[config.mk]
export PLATFORM = sky130hd
export DESIGN_NAME = line_text_streamer_flat
export DESIGN_NICKNAME = d
export VERILOG_FILES = /design/src/rtl/line_text_streamer_if.sv /design/src/rtl/line_text_streamer.sv /design/src/flat_wrapper.sv
export SDC_FILE = /design/constraint.sdc
export NUM_CORES = 1
export LEC_CHECK = 0
export ABC_CLOCK_PERIOD_IN_PS = 8400
export BUFFER_PORTS_ARGS = -buffer_cell sky130_fd_sc_hd__buf_2
export CORE_MARGIN = 3
export CORE_UTILIZATION = 45
export DETAILED_ROUTE_END_ITERATION = 10
export HOLD_SLACK_MARGIN = 0.15
export PLACE_DENSITY_LB_ADDON = 0.25
export SLEW_MARGIN = 20
export SYNTH_ARGS = -nofsm -noshare
export SYNTH_HDL_FRONTEND = slang
export SYNTH_SLANG_ARGS = --single-unit
[constraint.sdc]
create_clock -name clk_i -period 8.4 [get_ports clk_i]
set_clock_uncertainty 0.05 [all_clocks]
set_input_delay 1.26 -clock clk_i [delete_from_list [all_inputs] [get_ports clk_i]]
set_output_delay 1.26 -clock clk_i [all_outputs]
set_load 0.02 [all_outputs]
[src/rtl/line_text_streamer_if.sv]
// Bus bundle for line_text_streamer: line request, descriptor and char-memory reads, char stream.
// master = streamer side, slave = environment (request source, memories, glyph stage).
interface line_text_streamer_if #(
    parameter int unsigned CHAR_W         = 8,
    parameter int unsigned CHARS_PER_WORD = 2,
    parameter int unsigned ADDR_W         = 10,
    parameter int unsigned LEN_W          = 10,
    parameter int unsigned LINE_W         = 8
);
    logic                             req_valid;
    logic [LINE_W-1:0]                req_line;
    logic                             req_ready;
    logic [LINE_W-1:0]                desc_addr;
    logic [LEN_W+ADDR_W-1:0]          desc_data;
    logic [ADDR_W-1:0]                mem_addr;
    logic [CHAR_W*CHARS_PER_WORD-1:0] mem_data;
    logic                             char_valid;
    logic                             char_ready;
    logic [CHAR_W-1:0]                char_data;
    logic                             char_last;
    logic                             line_done;

    modport master (
        input  req_valid, req_line, desc_data, mem_data, char_ready,
        output req_ready, desc_addr, mem_addr, char_valid, char_data, char_last, line_done
    );

    modport slave (
        output req_valid, req_line, desc_data, mem_data, char_ready,
        input  req_ready, desc_addr, mem_addr, char_valid, char_data, char_last, line_done
    );
endinterface

[src/rtl/line_text_streamer.sv]
// Streams one text line, char by char, from a descriptor table and packed char memory.
// Optional fixed-width padding/truncation is enabled by defining LTS_PAD_EN.
module line_text_streamer #(
    parameter int unsigned       CHAR_W         = 8,
    parameter int unsigned       CHARS_PER_WORD = 2,
    parameter int unsigned       ADDR_W         = 10,
    parameter int unsigned       LEN_W          = 10,
    parameter int unsigned       LINE_W         = 8,
    parameter int unsigned       LINE_CHARS     = 40,
    parameter logic [CHAR_W-1:0] PAD_CHAR       = 8'h20
) (
    input  logic                 clk_i,
    input  logic                 rst_ni,
    line_text_streamer_if.master bus_io
);
`ifdef LTS_PAD_EN
    localparam bit PAD_EN = 1'b1;
`else
    localparam bit PAD_EN = 1'b0;
`endif

    localparam int unsigned WORD_W = CHAR_W * CHARS_PER_WORD;
    localparam int unsigned IDX_W  = (CHARS_PER_WORD > 1) ? $clog2(CHARS_PER_WORD) : 1;
    localparam int unsigned LC_W   = $clog2(LINE_CHARS + 1);
    localparam int unsigned CNT_W  = (LEN_W > LC_W) ? LEN_W : LC_W;

    typedef enum logic [2:0] {
        S_IDLE,
        S_DESC,
        S_LOAD,
        S_FETCH,
        S_EMIT,
        S_DONE
    } state_e;

    state_e              state_q, state_d;
    logic [LINE_W-1:0]   desc_addr_q, desc_addr_d;
    logic [ADDR_W-1:0]   mem_addr_q, mem_addr_d;
    logic [CNT_W-1:0]    len_q, len_d;
    logic [CNT_W-1:0]    cnt_q, cnt_d;
    logic [IDX_W-1:0]    idx_q, idx_d;
    logic [WORD_W-1:0]   word_q, word_d;

    logic [LEN_W-1:0]    desc_len;
    logic [ADDR_W-1:0]   desc_start;
    logic [CNT_W-1:0]    eff_len;
    logic [CNT_W-1:0]    total;
    logic [CHAR_W-1:0]   cur_char;
    logic                is_last;
    logic                padding;
    logic                next_pad;
    logic                more_words;
    logic                idx_end;

    assign desc_len   = bus_io.desc_data[LEN_W+ADDR_W-1:ADDR_W];
    assign desc_start = bus_io.desc_data[ADDR_W-1:0];

    always_comb begin
        eff_len = CNT_W'(desc_len);
        if (PAD_EN && (CNT_W'(desc_len) > CNT_W'(LINE_CHARS))) begin
            eff_len = CNT_W'(LINE_CHARS);
        end
    end

    assign total      = PAD_EN ? CNT_W'(LINE_CHARS) : len_q;
    assign is_last    = (cnt_q == (total - CNT_W'(1)));
    assign padding    = PAD_EN && (cnt_q >= len_q);
    assign next_pad   = PAD_EN && ((cnt_q + CNT_W'(1)) >= len_q);
    assign more_words = (len_q - cnt_q) > CNT_W'(CHARS_PER_WORD);
    assign idx_end    = (idx_q == IDX_W'(CHARS_PER_WORD - 1));

    always_comb begin
        cur_char = '0;
        for (int unsigned i = 0; i < CHARS_PER_WORD; i++) begin
            if (idx_q == IDX_W'(i)) begin
                cur_char = word_q[WORD_W-1-i*CHAR_W -: CHAR_W];
            end
        end
    end

    always_ff @(posedge clk_i or negedge rst_ni) begin
        if (!rst_ni) begin
            state_q     <= S_IDLE;
            desc_addr_q <= '0;
            mem_addr_q  <= '0;
            len_q       <= '0;
            cnt_q       <= '0;
            idx_q       <= '0;
            word_q      <= '0;
        end else begin
            state_q     <= state_d;
            desc_addr_q <= desc_addr_d;
            mem_addr_q  <= mem_addr_d;
            len_q       <= len_d;
            cnt_q       <= cnt_d;
            idx_q       <= idx_d;
            word_q      <= word_d;
        end
    end

    // The next word address is issued as soon as the current word is latched, so the
    // one-cycle read latency is hidden behind EMIT and FETCH always sees valid data.
    always_comb begin
        state_d     = state_q;
        desc_addr_d = desc_addr_q;
        mem_addr_d  = mem_addr_q;
        len_d       = len_q;
        cnt_d       = cnt_q;
        idx_d       = idx_q;
        word_d      = word_q;
        case (state_q)
            S_IDLE: begin
                if (bus_io.req_valid) begin
                    desc_addr_d = bus_io.req_line;
                    state_d     = S_DESC;
                end
            end
            S_DESC: state_d = S_LOAD;
            S_LOAD: begin
                len_d      = eff_len;
                cnt_d      = '0;
                idx_d      = '0;
                mem_addr_d = desc_start;
                if (eff_len == '0) begin
                    state_d = PAD_EN ? S_EMIT : S_DONE;
                end else begin
                    state_d = S_FETCH;
                end
            end
            S_FETCH: begin
                word_d = bus_io.mem_data;
                idx_d  = '0;
                if (more_words) begin
                    mem_addr_d = mem_addr_q + ADDR_W'(1);
                end
                state_d = S_EMIT;
            end
            S_EMIT: begin
                if (bus_io.char_ready) begin
                    if (is_last) begin
                        state_d = S_DONE;
                    end else begin
                        cnt_d = cnt_q + CNT_W'(1);
                        if (!next_pad) begin
                            if (idx_end) begin
                                state_d = S_FETCH;
                            end else begin
                                idx_d = idx_q + IDX_W'(1);
                            end
                        end
                    end
                end
            end
            S_DONE:  state_d = S_IDLE;
            default: state_d = S_IDLE;
        endcase
    end

    // LOAD presents the start address straight from the table so the first word is ready in FETCH.
    assign bus_io.req_ready  = (state_q == S_IDLE);
    assign bus_io.desc_addr  = desc_addr_q;
    assign bus_io.mem_addr   = (state_q == S_LOAD) ? desc_start : mem_addr_q;
    assign bus_io.char_valid = (state_q == S_EMIT);
    assign bus_io.char_data  = ((state_q == S_EMIT) && padding) ? PAD_CHAR : cur_char;
    assign bus_io.char_last  = (state_q == S_EMIT) && is_last;
    assign bus_io.line_done  = (state_q == S_DONE);
endmodule
[src/flat_wrapper.sv]
// flat-port wrapper written by rule: the top's interface ports become plain ports
module line_text_streamer_flat 
#(
    parameter int unsigned       CHAR_W         = 8,
    parameter int unsigned       CHARS_PER_WORD = 2,
    parameter int unsigned       ADDR_W         = 10,
    parameter int unsigned       LEN_W          = 10,
    parameter int unsigned       LINE_W         = 8,
    parameter int unsigned       LINE_CHARS     = 40,
    parameter logic [CHAR_W-1:0] PAD_CHAR       = 8'h20
)
  (clk_i, rst_ni, bus_io_req_valid, bus_io_req_line, bus_io_desc_data, bus_io_mem_data, bus_io_char_ready, bus_io_req_ready, bus_io_desc_addr, bus_io_mem_addr, bus_io_char_valid, bus_io_char_data, bus_io_char_last, bus_io_line_done);
  line_text_streamer_if #(.CHAR_W(CHAR_W), .CHARS_PER_WORD(CHARS_PER_WORD), .ADDR_W(ADDR_W), .LEN_W(LEN_W), .LINE_W(LINE_W)) bus_io_i ();
  input  logic clk_i;
  input  logic rst_ni;
  input wire logic [$bits(bus_io_i.req_valid)-1:0] bus_io_req_valid;
  input wire logic [$bits(bus_io_i.req_line)-1:0] bus_io_req_line;
  input wire logic [$bits(bus_io_i.desc_data)-1:0] bus_io_desc_data;
  input wire logic [$bits(bus_io_i.mem_data)-1:0] bus_io_mem_data;
  input wire logic [$bits(bus_io_i.char_ready)-1:0] bus_io_char_ready;
  output wire logic [$bits(bus_io_i.req_ready)-1:0] bus_io_req_ready;
  output wire logic [$bits(bus_io_i.desc_addr)-1:0] bus_io_desc_addr;
  output wire logic [$bits(bus_io_i.mem_addr)-1:0] bus_io_mem_addr;
  output wire logic [$bits(bus_io_i.char_valid)-1:0] bus_io_char_valid;
  output wire logic [$bits(bus_io_i.char_data)-1:0] bus_io_char_data;
  output wire logic [$bits(bus_io_i.char_last)-1:0] bus_io_char_last;
  output wire logic [$bits(bus_io_i.line_done)-1:0] bus_io_line_done;
  assign bus_io_i.req_valid = bus_io_req_valid;
  assign bus_io_i.req_line = bus_io_req_line;
  assign bus_io_i.desc_data = bus_io_desc_data;
  assign bus_io_i.mem_data = bus_io_mem_data;
  assign bus_io_i.char_ready = bus_io_char_ready;
  assign bus_io_req_ready = bus_io_i.req_ready;
  assign bus_io_desc_addr = bus_io_i.desc_addr;
  assign bus_io_mem_addr = bus_io_i.mem_addr;
  assign bus_io_char_valid = bus_io_i.char_valid;
  assign bus_io_char_data = bus_io_i.char_data;
  assign bus_io_char_last = bus_io_i.char_last;
  assign bus_io_line_done = bus_io_i.line_done;
  line_text_streamer #(.CHAR_W(CHAR_W), .CHARS_PER_WORD(CHARS_PER_WORD), .ADDR_W(ADDR_W), .LEN_W(LEN_W), .LINE_W(LINE_W), .LINE_CHARS(LINE_CHARS), .PAD_CHAR(PAD_CHAR)) u_core (.clk_i(clk_i), .rst_ni(rst_ni), .bus_io(bus_io_i));
endmodule
==> flow_summary.yaml <==
logic_synthesis:
  ys_ff_latch: 58
  synth_flop_cell: "dfrtp_1"
  ys_seq_area_share_pct: 38.9
  synth.cell_area_um2: 3730
  synthCells: 411
  synth.avg_cell_area_um2: 9.08
  syn-num-nets: 472
  yosysUniqueCellTypes: 56
  async_flop_share_pct: 100
  ys.warnings.count: 0
  synth_edf_count: 0
placement:
  place_area_um2: 4200
  dpl.hpwl_mm: 6.85
  place_congestion: 0.874
  portBuffers: 77
timing:
  max_freq_ghz: 0.254
  maxSlewViolCount: 0
  worst_pin_slew_ns: 0.795
  min_period_over_period_pct: 46.9
  rsz0062_at_grt: "false"
  relSlewSlack_pct: 46.9
  finalCriticalPeriod_ns: 3.94
  tns_ns: 0
  hold_violations: 0
  setup_viol: 0
global_route:
  antenna_found_initial: 0
  grt_start_max_net_pins: 59
  grt_pass1_vias: 3274
  grt_overflow_total: 0
  grtUsageTotal_pct: 20.1
  grt_pass1_wl_mm: 15.7
clocking:
  cts_buffers: 9
  clock_latency_ns: 0.34
  clkSinkCount: 58
  ctsResizeCount: 0
  ctsLongestPathBuffers: 2
  cts_tree: "built"
  post-cts-setup-buffer-count: 0
  clk_pin_slew_ns: 0.07
  cts-root-buf: "clkbuf_8"
  cts_hold_buf: 0
  htree_num_levels: 3
drt:
  drt_iter0_markers: 219
  viasPerCell: 5.68
  post_drt_wl_per_cell_um: 15.6
  num_vias: 3363
  drc_errors: 0
  drt_wl_total_mm: 9.26
  ant_nets: 0
  dr.pass1.iters: 5
floorplan:
  die_y_um: 97.1
  die_x_um: 97.1
  top_level_ports: 78
  rows: 32
  die_area_um2: 9420
  core_um2: 7890
  start_util_pct: 47.3
critical_path:
  critPathArrivalTime_ns: 2.63
  crit_type: "reg2out"
  start_kind: "flip-flop"
  required_ns: 7.09
  cp-end-kind: "output port"
  worst-path-max-fanout: 20
  reg2reg_slack_ns: 5.09
power_and_ir_drop:
  pwr_density_cell_nw_per_um2: 402
  irDropWorstVdd_mv: 0.214
  leakage_nw: 1.98
  power.total_mw: 1.77
run_status:
  outcome: "finished, final reports clean"
flow_run:
  cap_violations: 0
worst_hold_path:
  hold_path_class: "reg2reg"
layout:
  final_common_cell: "buf_2"
  area_delta_synth_final_pct: 18.0
  fin_nets: 546
  nFillCells: 719
  final_area_um2: 4400
  fin_util_pct: 55.8
  layout-drive-gt1-share_pct: 28.6
  mostFrequentLayoutCells: "buf_2, nand2_1, dfrtp_1"
  antenna_cells: 0
==> cells by family (layout without fill, tap and decap cells) <==
logic type	after synthesis	in the layout	synth area share, %
AOI/OAI and AO/OA	85	85	16.6
and+or+nand+nor	164	164	20.9
buffers and inverters	37	116	3.72
adders and majority gates	13	13	4.56
muxes	41	41	12.3
xor gates and xnor gates	13	13	3.05
DFF	58	58	38.9
==> critical path, stage by stage (launching register included) <==
cell     delay [ns]
dfrtp_1        0.49
inv_1          0.13
nand2_1        0.32
nor2_2         0.66
buf_4          0.36
nand2_1        0.08
nand2_1        0.07
buf_2          0.17
==> power by group <==
| group | leakage (nW) | switching (mW) | internal (mW) |
|---|---|---|---|
| Combinational | 1.17 | 0.559 | 0.408 |
| Clock | 0.103 | 0.118 | 0.145 |
| Sequential | 0.705 | 0.142 | 0.400 |
| Total | 1.98 | 0.820 | 0.953 |
==> cells in the mapped netlist, types with 3 or more instances <==
cell type | instances | share of area (%)
a211o_1 | 3 | 0.70
dfrtp_1 | 58 | 39
and2_1 | 3 | 0.50
nor2_1 | 15 | 1.5
o211ai_1 | 5 | 1.0
o2111ai_1 | 5 | 1.2
a21oi_1 | 13 | 1.7
nand2b_1 | 3 | 0.50
or3_1 | 3 | 0.50
mux2_2 | 34 | 10
nor4_1 | 10 | 1.7
nor3_1 | 12 | 1.6
nor2b_1 | 4 | 0.67
a2111o_1 | 3 | 0.91
nand3_1 | 24 | 3.2
inv_1 | 21 | 2.1
a31oi_1 | 4 | 0.67
a22o_1 | 3 | 0.70
o21ai_0 | 21 | 2.8
xor2_1 | 4 | 0.94
nand2_1 | 74 | 7.4
xnor2_1 | 9 | 2.1
mux2i_1 | 6 | 1.6
ha_1 | 12 | 4.0
and3_1 | 3 | 0.50
clkbuf_1 | 16 | 1.6
==> flip-flops by register name, summed over array words and instances, names as in the netlist <==
| register | flops |
|---|---|
| u_core.state_q | 3 |
| u_core.len_q | 10 |
| u_core.mem_addr_q | 10 |
| u_core.bus_io.desc_addr | 8 |
| u_core.cnt_q | 10 |
| u_core.word_q | 16 |
| u_core.idx_end | 1 |
==> metal layers <==
| layer | GRT usage, % | up-vias | part of all wire (%) | wire length, um |
|---|---|---|---|---|
| met1 | 26.6 | 1605 | 45 | 4160 |
| met2 | 31.4 | 102 | 46 | 4230 |
| met3 | 5.89 | 16 | 7.4 | 686 |
| met5 | 0 | - | 0 | 0 |
| met4 | 6.91 | 0 | 2.0 | 184 |
| li1 | - | 1640 | - | - |
==> stage by stage <==
step / hold WS (ns) / setup WS, ns / instances
6_report: 0.456 / 4.46 / 592
5_1_grt: 0.471 / 4.23 / 592
4_1_cts: 0.457 / 4.50 / 592
3_5_place_dp: 0.437 / 4.87 / 576
3_3_place_gp: 0.433 / 4.94 / 576
2_1_floorplan: 0.415 / 5.15 / 411
==> layout make-up <==
cell class                 instances  area, um2  area share, %
tap                              102        128           2.90
clock inverter                     6       65.1           1.48
timing repair buffer              79        400           9.09
sequential                        58       1450           33.0
multi-input combinational        316       2140           48.7
clock buffer                      10        138           3.13
inverter                          21       78.8           1.79
==> path summary, 6_finish.rpt <==
path	end	startpoint	cells after the start
worst max-delay path	bus_io_mem_addr[9]	u_core.state_q[2]	7
worst min-delay path	u_core.word_q[3]	u_core.word_q[3]	1
worst max register to register	u_core.mem_addr_q[1]	u_core.cnt_q[1]	9
worst min register to register	u_core.word_q[3]	u_core.word_q[3]	1
max in group asynchronous	u_core.len_q[6]	rst_ni	2
min in group asynchronous	u_core.mem_addr_q[2]	rst_ni	2
Note: power is estimated with default switching activity, not from simulation.
